File: src/rtl/boot_run_ctrl_if.sv
// Environment <-> boot/run controller signal bundle.
// The environment uses the master modport, the controller uses the slave modport.
interface boot_run_ctrl_if #(
    parameter int DATA_WIDTH = 64,
    parameter int CNT_WIDTH  = 32
);
    // in_start is a level, acted on only while the controller sits in IDLE or HALT;
    // there is no ready/ack, the environment simply holds it until out_done drops.
    logic                  in_start;
    logic                  in_done_load_inst;
    logic [DATA_WIDTH-1:0] in_boot_pc;
    logic [CNT_WIDTH-1:0]  in_max_cycles;
    logic [DATA_WIDTH-1:0] in_DM_addr;
    logic                  in_DM_wr_en;
    logic [DATA_WIDTH-1:0] in_DM_wr_data;

    logic                  out_core_Rst_N;
    logic [DATA_WIDTH-1:0] out_PC;
    logic                  out_load_init_addr;
    logic                  out_running;
    logic                  out_done;
    logic                  out_timeout;
    logic [DATA_WIDTH-1:0] out_exit_code;
    logic [CNT_WIDTH-1:0]  out_cycle_count;
    logic [2:0]            out_dbg_state;

    modport master (
        output in_start, in_done_load_inst, in_boot_pc, in_max_cycles,
               in_DM_addr, in_DM_wr_en, in_DM_wr_data,
        input  out_core_Rst_N, out_PC, out_load_init_addr, out_running,
               out_done, out_timeout, out_exit_code, out_cycle_count, out_dbg_state
    );

    modport slave (
        input  in_start, in_done_load_inst, in_boot_pc, in_max_cycles,
               in_DM_addr, in_DM_wr_en, in_DM_wr_data,
        output out_core_Rst_N, out_PC, out_load_init_addr, out_running,
               out_done, out_timeout, out_exit_code, out_cycle_count, out_dbg_state
    );
endinterface

File: src/rtl/boot_run_ctrl.sv
// Boot/run sequencer for the RV64IF core: reset hold, initial-PC load, run-cycle count, tohost exit.
// Define BOOT_RUN_CTRL_TIMEOUT_EN to enforce the in_max_cycles run budget.
module boot_run_ctrl #(
    parameter int                    DATA_WIDTH      = 64,
    parameter int                    CNT_WIDTH       = 32,
    parameter int                    RST_HOLD_CYCLES = 2,
    parameter logic [DATA_WIDTH-1:0] TOHOST_ADDR     = DATA_WIDTH'(64'h0000_0000_0001_1000)
) (
    input  logic           in_Clk,
    input  logic           Rst_N,
    boot_run_ctrl_if.slave bus
);
    localparam int HOLD_W = $clog2(RST_HOLD_CYCLES + 1);

    typedef enum logic [2:0] {
        S_IDLE, S_WAIT_LOAD, S_HOLD, S_LOAD_PC, S_RUN, S_HALT
    } state_t;

    state_t                r_state, w_next_state;
    logic [HOLD_W-1:0]     r_hold_cnt, w_nxt_hold_cnt;
    logic [DATA_WIDTH-1:0] r_pc, w_nxt_pc;
    logic [DATA_WIDTH-1:0] r_out_pc, w_nxt_out_pc;
    logic                  r_core_rst_n, w_nxt_core_rst_n;
    logic                  r_load, w_nxt_load;
    logic                  r_running, w_nxt_running;
    logic                  r_done, w_nxt_done;
    logic                  r_timeout, w_nxt_timeout;
    logic [DATA_WIDTH-1:0] r_exit_code, w_nxt_exit_code;
    logic [CNT_WIDTH-1:0]  r_cycle_count, w_nxt_cycle_count;

    logic                  w_start, w_exit, w_expire;
    logic [CNT_WIDTH-1:0]  w_cnt_plus1, w_cnt_sat;

    assign w_start     = bus.in_start && ((r_state == S_IDLE) || (r_state == S_HALT));
    assign w_exit      = (r_state == S_RUN) && bus.in_DM_wr_en && (bus.in_DM_addr == TOHOST_ADDR);
    assign w_cnt_plus1 = r_cycle_count + CNT_WIDTH'(1);
    assign w_cnt_sat   = (&r_cycle_count) ? r_cycle_count : w_cnt_plus1;

`ifdef BOOT_RUN_CTRL_TIMEOUT_EN
    logic [CNT_WIDTH-1:0] r_budget;
    // Budget of 0 means unlimited; expiry lands exactly when the count reaches the budget.
    assign w_expire = (r_state == S_RUN) && (r_budget != '0) && (w_cnt_plus1 == r_budget);
    always_ff @(posedge in_Clk) begin
        if (!Rst_N)       r_budget <= '0;
        else if (w_start) r_budget <= bus.in_max_cycles;
    end
`else
    logic w_unused_budget;
    assign w_unused_budget = ^bus.in_max_cycles;
    assign w_expire        = 1'b0;
`endif

    always_ff @(posedge in_Clk) begin
        if (!Rst_N) begin
            r_state       <= S_IDLE;
            r_hold_cnt    <= '0;
            r_pc          <= '0;
            r_out_pc      <= '0;
            r_core_rst_n  <= 1'b0;
            r_load        <= 1'b0;
            r_running     <= 1'b0;
            r_done        <= 1'b0;
            r_timeout     <= 1'b0;
            r_exit_code   <= '0;
            r_cycle_count <= '0;
        end else begin
            r_state       <= w_next_state;
            r_hold_cnt    <= w_nxt_hold_cnt;
            r_pc          <= w_nxt_pc;
            r_out_pc      <= w_nxt_out_pc;
            r_core_rst_n  <= w_nxt_core_rst_n;
            r_load        <= w_nxt_load;
            r_running     <= w_nxt_running;
            r_done        <= w_nxt_done;
            r_timeout     <= w_nxt_timeout;
            r_exit_code   <= w_nxt_exit_code;
            r_cycle_count <= w_nxt_cycle_count;
        end
    end

    // HOLD is left once the counter has seen RST_HOLD_CYCLES hold edges, so the
    // load pulse appears RST_HOLD_CYCLES+1 edges after the load-done sample.
    always_comb begin
        w_next_state = r_state;
        case (r_state)
            S_IDLE:      if (w_start) w_next_state = S_WAIT_LOAD;
            S_WAIT_LOAD: if (bus.in_done_load_inst) w_next_state = S_HOLD;
            S_HOLD: begin
                if (!bus.in_done_load_inst)                    w_next_state = S_WAIT_LOAD;
                else if (r_hold_cnt == HOLD_W'(RST_HOLD_CYCLES)) w_next_state = S_LOAD_PC;
            end
            S_LOAD_PC:   w_next_state = S_RUN;
            S_RUN:       if (w_exit || w_expire) w_next_state = S_HALT;
            S_HALT:      if (w_start) w_next_state = S_WAIT_LOAD;
            default:     w_next_state = S_IDLE;
        endcase
    end

    always_comb begin
        w_nxt_hold_cnt    = '0;
        w_nxt_pc          = r_pc;
        w_nxt_out_pc      = r_out_pc;
        w_nxt_done        = r_done;
        w_nxt_timeout     = r_timeout;
        w_nxt_exit_code   = r_exit_code;
        w_nxt_cycle_count = r_cycle_count;
        w_nxt_core_rst_n  = (w_next_state == S_LOAD_PC) || (w_next_state == S_RUN);
        w_nxt_load        = (w_next_state == S_LOAD_PC);
        w_nxt_running     = (w_next_state == S_RUN);
        if ((r_state == S_HOLD) && (w_next_state == S_HOLD))
            w_nxt_hold_cnt = r_hold_cnt + HOLD_W'(1);
        if (w_start) begin
            w_nxt_pc          = bus.in_boot_pc;
            w_nxt_done        = 1'b0;
            w_nxt_timeout     = 1'b0;
            w_nxt_exit_code   = '0;
            w_nxt_cycle_count = '0;
        end
        if (w_next_state == S_LOAD_PC)
            w_nxt_out_pc = r_pc;
        // Exit takes priority over a budget expiry on the same edge.
        if (r_state == S_RUN) begin
            w_nxt_cycle_count = w_cnt_sat;
            if (w_exit) begin
                w_nxt_done      = 1'b1;
                w_nxt_exit_code = bus.in_DM_wr_data;
            end else if (w_expire) begin
                w_nxt_done      = 1'b1;
                w_nxt_timeout   = 1'b1;
                w_nxt_exit_code = '0;
            end
        end
    end

    assign bus.out_core_Rst_N     = r_core_rst_n;
    assign bus.out_PC             = r_out_pc;
    assign bus.out_load_init_addr = r_load;
    assign bus.out_running        = r_running;
    assign bus.out_done           = r_done;
    assign bus.out_timeout        = r_timeout;
    assign bus.out_exit_code      = r_exit_code;
    assign bus.out_cycle_count    = r_cycle_count;
    assign bus.out_dbg_state      = r_state;
endmodule

File: src/flat_wrapper.sv
// flat-port wrapper written by rule: the top's interface ports become plain ports
module boot_run_ctrl_flat 
#(
    parameter int                    DATA_WIDTH      = 64,
    parameter int                    CNT_WIDTH       = 32,
    parameter int                    RST_HOLD_CYCLES = 2,
    parameter logic [DATA_WIDTH-1:0] TOHOST_ADDR     = DATA_WIDTH'(64'h0000_0000_0001_1000)
)
  (in_Clk, Rst_N, bus_in_start, bus_in_done_load_inst, bus_in_boot_pc, bus_in_max_cycles, bus_in_DM_addr, bus_in_DM_wr_en, bus_in_DM_wr_data, bus_out_core_Rst_N, bus_out_PC, bus_out_load_init_addr, bus_out_running, bus_out_done, bus_out_timeout, bus_out_exit_code, bus_out_cycle_count, bus_out_dbg_state);
  boot_run_ctrl_if #(.DATA_WIDTH(DATA_WIDTH), .CNT_WIDTH(CNT_WIDTH)) bus_i ();
  input  logic in_Clk;
  input  logic Rst_N;
  input wire logic [$bits(bus_i.in_start)-1:0] bus_in_start;
  input wire logic [$bits(bus_i.in_done_load_inst)-1:0] bus_in_done_load_inst;
  input wire logic [$bits(bus_i.in_boot_pc)-1:0] bus_in_boot_pc;
  input wire logic [$bits(bus_i.in_max_cycles)-1:0] bus_in_max_cycles;
  input wire logic [$bits(bus_i.in_DM_addr)-1:0] bus_in_DM_addr;
  input wire logic [$bits(bus_i.in_DM_wr_en)-1:0] bus_in_DM_wr_en;
  input wire logic [$bits(bus_i.in_DM_wr_data)-1:0] bus_in_DM_wr_data;
  output wire logic [$bits(bus_i.out_core_Rst_N)-1:0] bus_out_core_Rst_N;
  output wire logic [$bits(bus_i.out_PC)-1:0] bus_out_PC;
  output wire logic [$bits(bus_i.out_load_init_addr)-1:0] bus_out_load_init_addr;
  output wire logic [$bits(bus_i.out_running)-1:0] bus_out_running;
  output wire logic [$bits(bus_i.out_done)-1:0] bus_out_done;
  output wire logic [$bits(bus_i.out_timeout)-1:0] bus_out_timeout;
  output wire logic [$bits(bus_i.out_exit_code)-1:0] bus_out_exit_code;
  output wire logic [$bits(bus_i.out_cycle_count)-1:0] bus_out_cycle_count;
  output wire logic [$bits(bus_i.out_dbg_state)-1:0] bus_out_dbg_state;
  assign bus_i.in_start = bus_in_start;
  assign bus_i.in_done_load_inst = bus_in_done_load_inst;
  assign bus_i.in_boot_pc = bus_in_boot_pc;
  assign bus_i.in_max_cycles = bus_in_max_cycles;
  assign bus_i.in_DM_addr = bus_in_DM_addr;
  assign bus_i.in_DM_wr_en = bus_in_DM_wr_en;
  assign bus_i.in_DM_wr_data = bus_in_DM_wr_data;
  assign bus_out_core_Rst_N = bus_i.out_core_Rst_N;
  assign bus_out_PC = bus_i.out_PC;
  assign bus_out_load_init_addr = bus_i.out_load_init_addr;
  assign bus_out_running = bus_i.out_running;
  assign bus_out_done = bus_i.out_done;
  assign bus_out_timeout = bus_i.out_timeout;
  assign bus_out_exit_code = bus_i.out_exit_code;
  assign bus_out_cycle_count = bus_i.out_cycle_count;
  assign bus_out_dbg_state = bus_i.out_dbg_state;
  boot_run_ctrl #(.DATA_WIDTH(DATA_WIDTH), .CNT_WIDTH(CNT_WIDTH), .RST_HOLD_CYCLES(RST_HOLD_CYCLES), .TOHOST_ADDR(TOHOST_ADDR)) u_core (.in_Clk(in_Clk), .Rst_N(Rst_N), .bus(bus_i));
endmodule
File: config.mk
export PLATFORM = sky130hd
export DESIGN_NAME = boot_run_ctrl_flat
export DESIGN_NICKNAME = d
export VERILOG_FILES = /design/src/rtl/boot_run_ctrl_if.sv /design/src/rtl/boot_run_ctrl.sv /design/src/flat_wrapper.sv
export SDC_FILE = /design/constraint.sdc
export NUM_CORES = 1
export LEC_CHECK = 0
export ABC_AREA = 1
export BUFFER_PORTS_ARGS = -buffer_cell sky130_fd_sc_hd__buf_2
export CELL_PAD_IN_SITES_DETAIL_PLACEMENT = 0
export CELL_PAD_IN_SITES_GLOBAL_PLACEMENT = 1
export CORE_ASPECT_RATIO = 1.2
export CORE_MARGIN = 2
export CORE_UTILIZATION = 32
export DETAILED_ROUTE_END_ITERATION = 12
export GPL_ROUTABILITY_DRIVEN = 0
export PLACE_DENSITY_LB_ADDON = 0.05
export SYNTH_ARGS = -nofsm -noshare
export SYNTH_HDL_FRONTEND = slang
export SYNTH_SLANG_ARGS = --single-unit
File: constraint.sdc
create_clock -name in_Clk -period 2.27 [get_ports in_Clk]
set_input_delay 0.1135 -clock in_Clk [delete_from_list [all_inputs] [get_ports in_Clk]]
set_output_delay 0.1135 -clock in_Clk [all_outputs]
set_load 0.1 [all_outputs]
* Yosys cells after proc, flatten, opt, wreduce, memory -nomap -nowiden *
Cells that the tools add are included.

operators by class
  add/subtract/negate cells = 2
  equality and inequality tests = 11
  multiplexer cells = 15
  reductions and logical operators = 12

operator list
  cell                                             count
  2-to-1 mux 64 bit                                3
  2-to-1 mux 32 bit                                3
  == test 64 x 17 -> 1 bit, second input constant  1
  adder 32 x 1 -> 32 bit, second input constant    1
  AND reduction 32 bit                             1
  2-to-1 mux 3 bit                                 5
  case mux 3 bit (5 select lines)                  1
  == test 3 x 2 -> 1 bit, second input constant    4
  == test 3 bit, second input constant             3
  logical AND 1 bit                                4
  AND reduction 2 bit                              2
  == test 3 x 1 -> 1 bit, second input constant    1
  logical NOT 3 bit                                1
  2-to-1 mux 1 bit                                 3
  adder 2 x 1 -> 2 bit, second input constant      1
  == test 2 bit, second input constant             1
  logical OR 1 bit                                 2
  != test 2 bit, second input constant             1
  nonzero test 2 bit                               1
  OR reduction 2 bit                               1

word-level totals
  flip-flop bits (word level) = 233
  input port bits = 229
  output and inout port bits = 168
  logic and storage cells = 50

* Depth between registers and ports, before layout *
  word-level depth = 8
  gate-level depth with buffers = 13
  depth with buffers taken out = 12

* Least setup slack after synthesis *
OpenSTA, ideal clock, no wires.

  kind = flip-flop to flip-flop
  start = reg u_core.r_cycle_count[0], in the netlist u_core.bus.out_cycle_count[0]
  end = reg u_core.r_cycle_count[0], in the netlist u_core.bus.out_cycle_count[0]
  setup time = 166 ps
  data arrival time = 2,328 ps
  required time = 2,104 ps
  slack = -224 ps
  stages on the path, launching flop included = 12
  buffers on the path = 1
  period minus slack after synthesis = 2,494 ps
  cell sequence = dfxtp_1 ha_1 nand2_2 nor2_4 nand2_4 nor2_4 nand2_2 nand2_4 inv_2 buf_6 o21ai_0 a21oi_1

between the ends
  word-level cells in the longest chain between the ends = 3
  elaborated cells between the ends (all ways) = 6
  those cells by class = add/sub (1); eq/ne (1); mux (2); reduce/logical (2)

ends and longest elaborated chain
  element                                                                line                                      source
  start, declared                                                        boot_run_ctrl.sv:29                       logic [CNT_WIDTH-1:0] r_cycle_count, w_nxt_cycle_count;
  start signal, assigned                                                 boot_run_ctrl.sv:77                       r_cycle_count <= w_nxt_cycle_count;
  adder 32 x 1 -> 32 bit / AND reduction 32 bit (equally long branches)  boot_run_ctrl.sv:36, boot_run_ctrl.sv:37
  2-to-1 mux 32 bit / != test 2 bit (equally long branches)              --
  2-to-1 mux 32 bit / AND reduction 2 bit (equally long branches)        --

Several ways; a longest one is shown, not always the timed one. The select of a mux whose other input is x is not followed.
A chain may end at the register's enable or synchronous reset.

* Worst setup path in the final report *
  start = reg u_core.r_state[2], in the netlist u_core.bus.out_dbg_state[2]
  end = reg u_core.r_out_pc[34], in the netlist u_core.bus.out_PC[34]

between the ends
  word-level cells in the longest chain between the ends = 6
  elaborated cells between the ends (all ways) = 18
  those cells by class = eq/ne (6); mux (6); reduce/logical (6)

ends and longest elaborated chain
  element                                                       line                                                           source
  start, declared                                               boot_run_ctrl.sv:19                                            state_t r_state, w_next_state;
  start signal, assigned                                        boot_run_ctrl.sv:67                                            r_state <= w_next_state;
  == test 3 bit (tied with other cells)                         boot_run_ctrl.sv:34, boot_run_ctrl.sv:85
  logical OR 1 bit / logical AND 1 bit (equally long branches)  boot_run_ctrl.sv:34, boot_run_ctrl.sv:35
  logical AND 1 bit (on tied branches)                          boot_run_ctrl.sv:34, boot_run_ctrl.sv:35
  2-to-1 mux 3 bit (on tied branches)                           boot_run_ctrl.sv:86, boot_run_ctrl.sv:94, boot_run_ctrl.sv:93
  case mux 3 bit (5 select lines) (*)                           boot_run_ctrl.sv:85                                            case (r_state)
  == test 3 x 2 -> 1 bit (*)                                    boot_run_ctrl.sv:119                                           if (w_next_state == S_LOAD_PC)
  end signal, assigned                                          boot_run_ctrl.sv:70                                            r_out_pc <= w_nxt_out_pc;
  end, declared                                                 boot_run_ctrl.sv:22                                            logic [DATA_WIDTH-1:0] r_out_pc, w_nxt_out_pc;

Every way passes the cells marked *; elsewhere a longest branch is shown, timed or not.

==> flow_metrics.tcl <==
set metrics [dict create \
    outcome "finished clean" \
    ys.warnings.count 0 \
    path_buf_inv 1 \
    yosys.area_share.simple_pct 31.7 \
    syn2layout_area_growth_pct 43.8 \
    clk_pin_slew_ns 0.06 \
    place_hpwl_mm 22.8 \
    cts.sinks 233 \
    ant_nets 0 \
    grt_usage_pct 19.6 \
    clock_path_buffers 3 \
    synth_cells 1391 \
    crit_family "simple AND/OR/NAND/NOR gates" \
    setup_violations 0 \
    path_cells "nand3_1, nor2_1, nand2_1, nor2_1, nand3_1, nand2_4, buf_4, nand3_1, nand2_1, nor2_1" \
    cts_setup_buffers 0 \
    yosys.area.top_type "dfxtp_1" \
    dieArea_um2 32600 \
    max_clock_freq_mhz 515 \
    hold_violations 0 \
    worstSkewPairLatency_ns 0.53 \
    rows 70 \
    irDropWorstVdd_v 0.000528 \
    synth.distinct_cells 37 \
    synthAdderAreaFrac_pct 0.251 \
    power.density_nw_per_um2 724 \
    grt-ovfl-total 0 \
    fin_worst_skew_ns 0.0146 \
    synth_xor_area_share_pct 0.0878 \
    grt_pass1_wl_mm 52.4 \
    slew_headroom_pct 53.1 \
    required_ns 2.69 \
    final_nets 2078 \
    crit_path_start_kind "flip-flop" \
    synth_edf_count 0 \
    worst_slew_pin_slew_ns 0.703 \
    cap_violations 0 \
    critPathMaxFanout 23 \
    drc_errors 0 \
    syn_area_per_cell_um2 7.17 \
    ioPinCount 397 \
    synth_commonest_cells "322 x nand2_1, 233 x dfxtp_1, 185 x nor2_1" \
    drt_iter0_markers 593 \
    path_class "flip-flop to flip-flop" \
    netlist_area_um2 9970 \
    cts_tree "yes" \
    post-synth-top-count-cell "nand2_1" \
    yosysTopAreaCellShare_pct 46.8 \
    coreArea_um2 30600 \
    num_vias 10500 \
    placed_area_um2 12200 \
    die_height_um 197 \
    grt_antenna_before_repair 4 \
    setup_tns_ns 0 \
    seq_area_frac_synth_pct 46.8 \
    routedWlPerCell_um 14.5 \
    cp.arrival_ns 2.36 \
    clock-root-buffer "clkbuf_16" \
    slowest_stage "dfxtp_1" \
    syn-num-nets 1622 \
    async_flop_share_pct 0 \
    firstDrtPassIters 4 \
    htree_levels 1 \
    grt_max_degree 77 \
    slew_violations 0 \
    synthTopCellsByArea "dfxtp_1 47%, nand2_1 12%, a21oi_1 7.6%, nor2_1 7.0%, nand3_1 4.9%" \
    rsz0062_at_grt "false" \
    p_leak_nw 6.62 \
    ys.flop_type "dfxtp_1" \
    cp-end-kind "flip-flop" \
    stdcell_area_um2 14300 \
    fin_crit_ns 1.94 \
    drive_gt1_share_pct 25.4 \
    synthMuxAreaShare_pct 0 \
    initial_core_util_pct 32.6 \
    die_x_um 165 \
    via_per_inst 4.64 \
    holdCritPathClass "primary input to flip-flop" \
    grt_pass1_vias 10300 \
    synth_top_family_by_area "simple AND/OR/NAND/NOR gates" \
    synth_compound_area_share_pct 12.3 \
    cpPeakStageDelay_ns 0.41 \
    cts_buffers 26 \
    io_buffers 363 \
    synth_seq_cells 233 \
    fin_crit_sh_pct 85.5 \
    finalWirelength_mm 32.8 \
]
## metrics by stage
stage / setup slack (ns) / cells / utilization [%] / hold WS [ns] / total power [mW]
after floorplan: 0.0123 / 1391 / - / 0.224 / 5.60
after global placement: 0.339 / 2086 / 39.8 / 0.307 / 6.02
after detailed placement: 0.312 / 2086 / 39.8 / 0.311 / 6.03
after CTS: 0.287 / 2260 / 46.9 / 0.0144 / 10.6
after global routing: 0.0928 / 2263 / 46.9 / 0.0488 / 10.9
final: 0.330 / 2264 / 46.9 / 0.0369 / 10.4
## area by class of cell
class                           count  area (µm²)
Timing Repair Buffer              520        3460
Antenna cell                        4        10.0
Tap cell                          396         495
Clock buffer                       35         724
Multi-Input combinational cell    961        4440
Clock inverter                     10         136
Fill cell                        3221       16200
Inverter                          105         402
Sequential cell                   233        4670
## where the power goes
| group | total (mW) | switching [mW] | internal (mW) |
|---|---|---|---|
| clock network | 4.27 | 1.71 | 2.57 |
| registers | 4.33 | 0.0594 | 4.27 |
| logic | 1.78 | 1.21 | 0.567 |
## logic make-up after synthesis
logic type / Yosys count
adders and majority gates: 2
AOI/OAI and AO/OA: 237
other: 1
buffers and inverters: 197
DFF: 233
and+or+nand+nor: 720
xor gates and xnor gates: 1
## flip-flops by register name, indices dropped and copies added, names as in the netlist
signal,cells
u_core.r_pc,64
u_core.bus.out_PC,64
u_core.bus.out_dbg_state,3
u_core.bus.out_done,1
u_core.bus.out_load_init_addr,1
u_core.r_hold_cnt,2
u_core.bus.out_core_Rst_N,1
u_core.bus.out_exit_code,64
u_core.bus.out_running,1
u_core.bus.out_cycle_count,32
## worst min-delay path, stage by stage
cell     delay, ns
buf_2         0.10
nand2_1       0.11
a21oi_4       0.07
inv_1         0.06
nor2_1        0.06
## path summary, 6_finish.rpt
kind / from / slack, ns / to / cells past startpoint
setup / recovery: u_core.bus.out_dbg_state[2] / 0.33 / u_core.bus.out_PC[34] / 10
hold / removal: bus_in_done_load_inst / 0.04 / u_core.bus.out_dbg_state[1] / 5
setup reg to reg: u_core.bus.out_dbg_state[2] / 0.33 / u_core.bus.out_PC[34] / 10
hold reg to reg: u_core.r_hold_cnt[0] / 0.41 / u_core.r_hold_cnt[0] / 1
## cell usage in the layout, fill, tap and decap left out, types with 7 or more instances in the layout
master,synthesis,routed
a21oi_2,7,7
buf_2,20,362
inv_1,97,97
buf_4,16,17
dfxtp_1,233,228
nand3_1,97,97
nor2_1,185,185
nand2_2,7,7
dlygate4sd3_1,0,129
buf_12,1,11
nand3b_1,7,7
clkbuf_16,0,26
nand2_1,322,321
nand4_1,74,74
o21ai_0,75,75
a21oi_1,151,150
## what timing repair did
action,in CTS,in global routing
hold buffers,129,0
endpoints found under the setup margin,0,0
hold endpoints to repair,149,0
gates resized for setup,0,0
## layer usage
metal  up-vias  track usage [%]  share of wire (%)
met5         -                0                  0
met2       278             34.2                 48
met3        43             4.72                6.7
met4         0             5.38                2.3
li1       5462                -                  -
met1      4719             24.0                 43
Power figures use the tool's default switching activity.
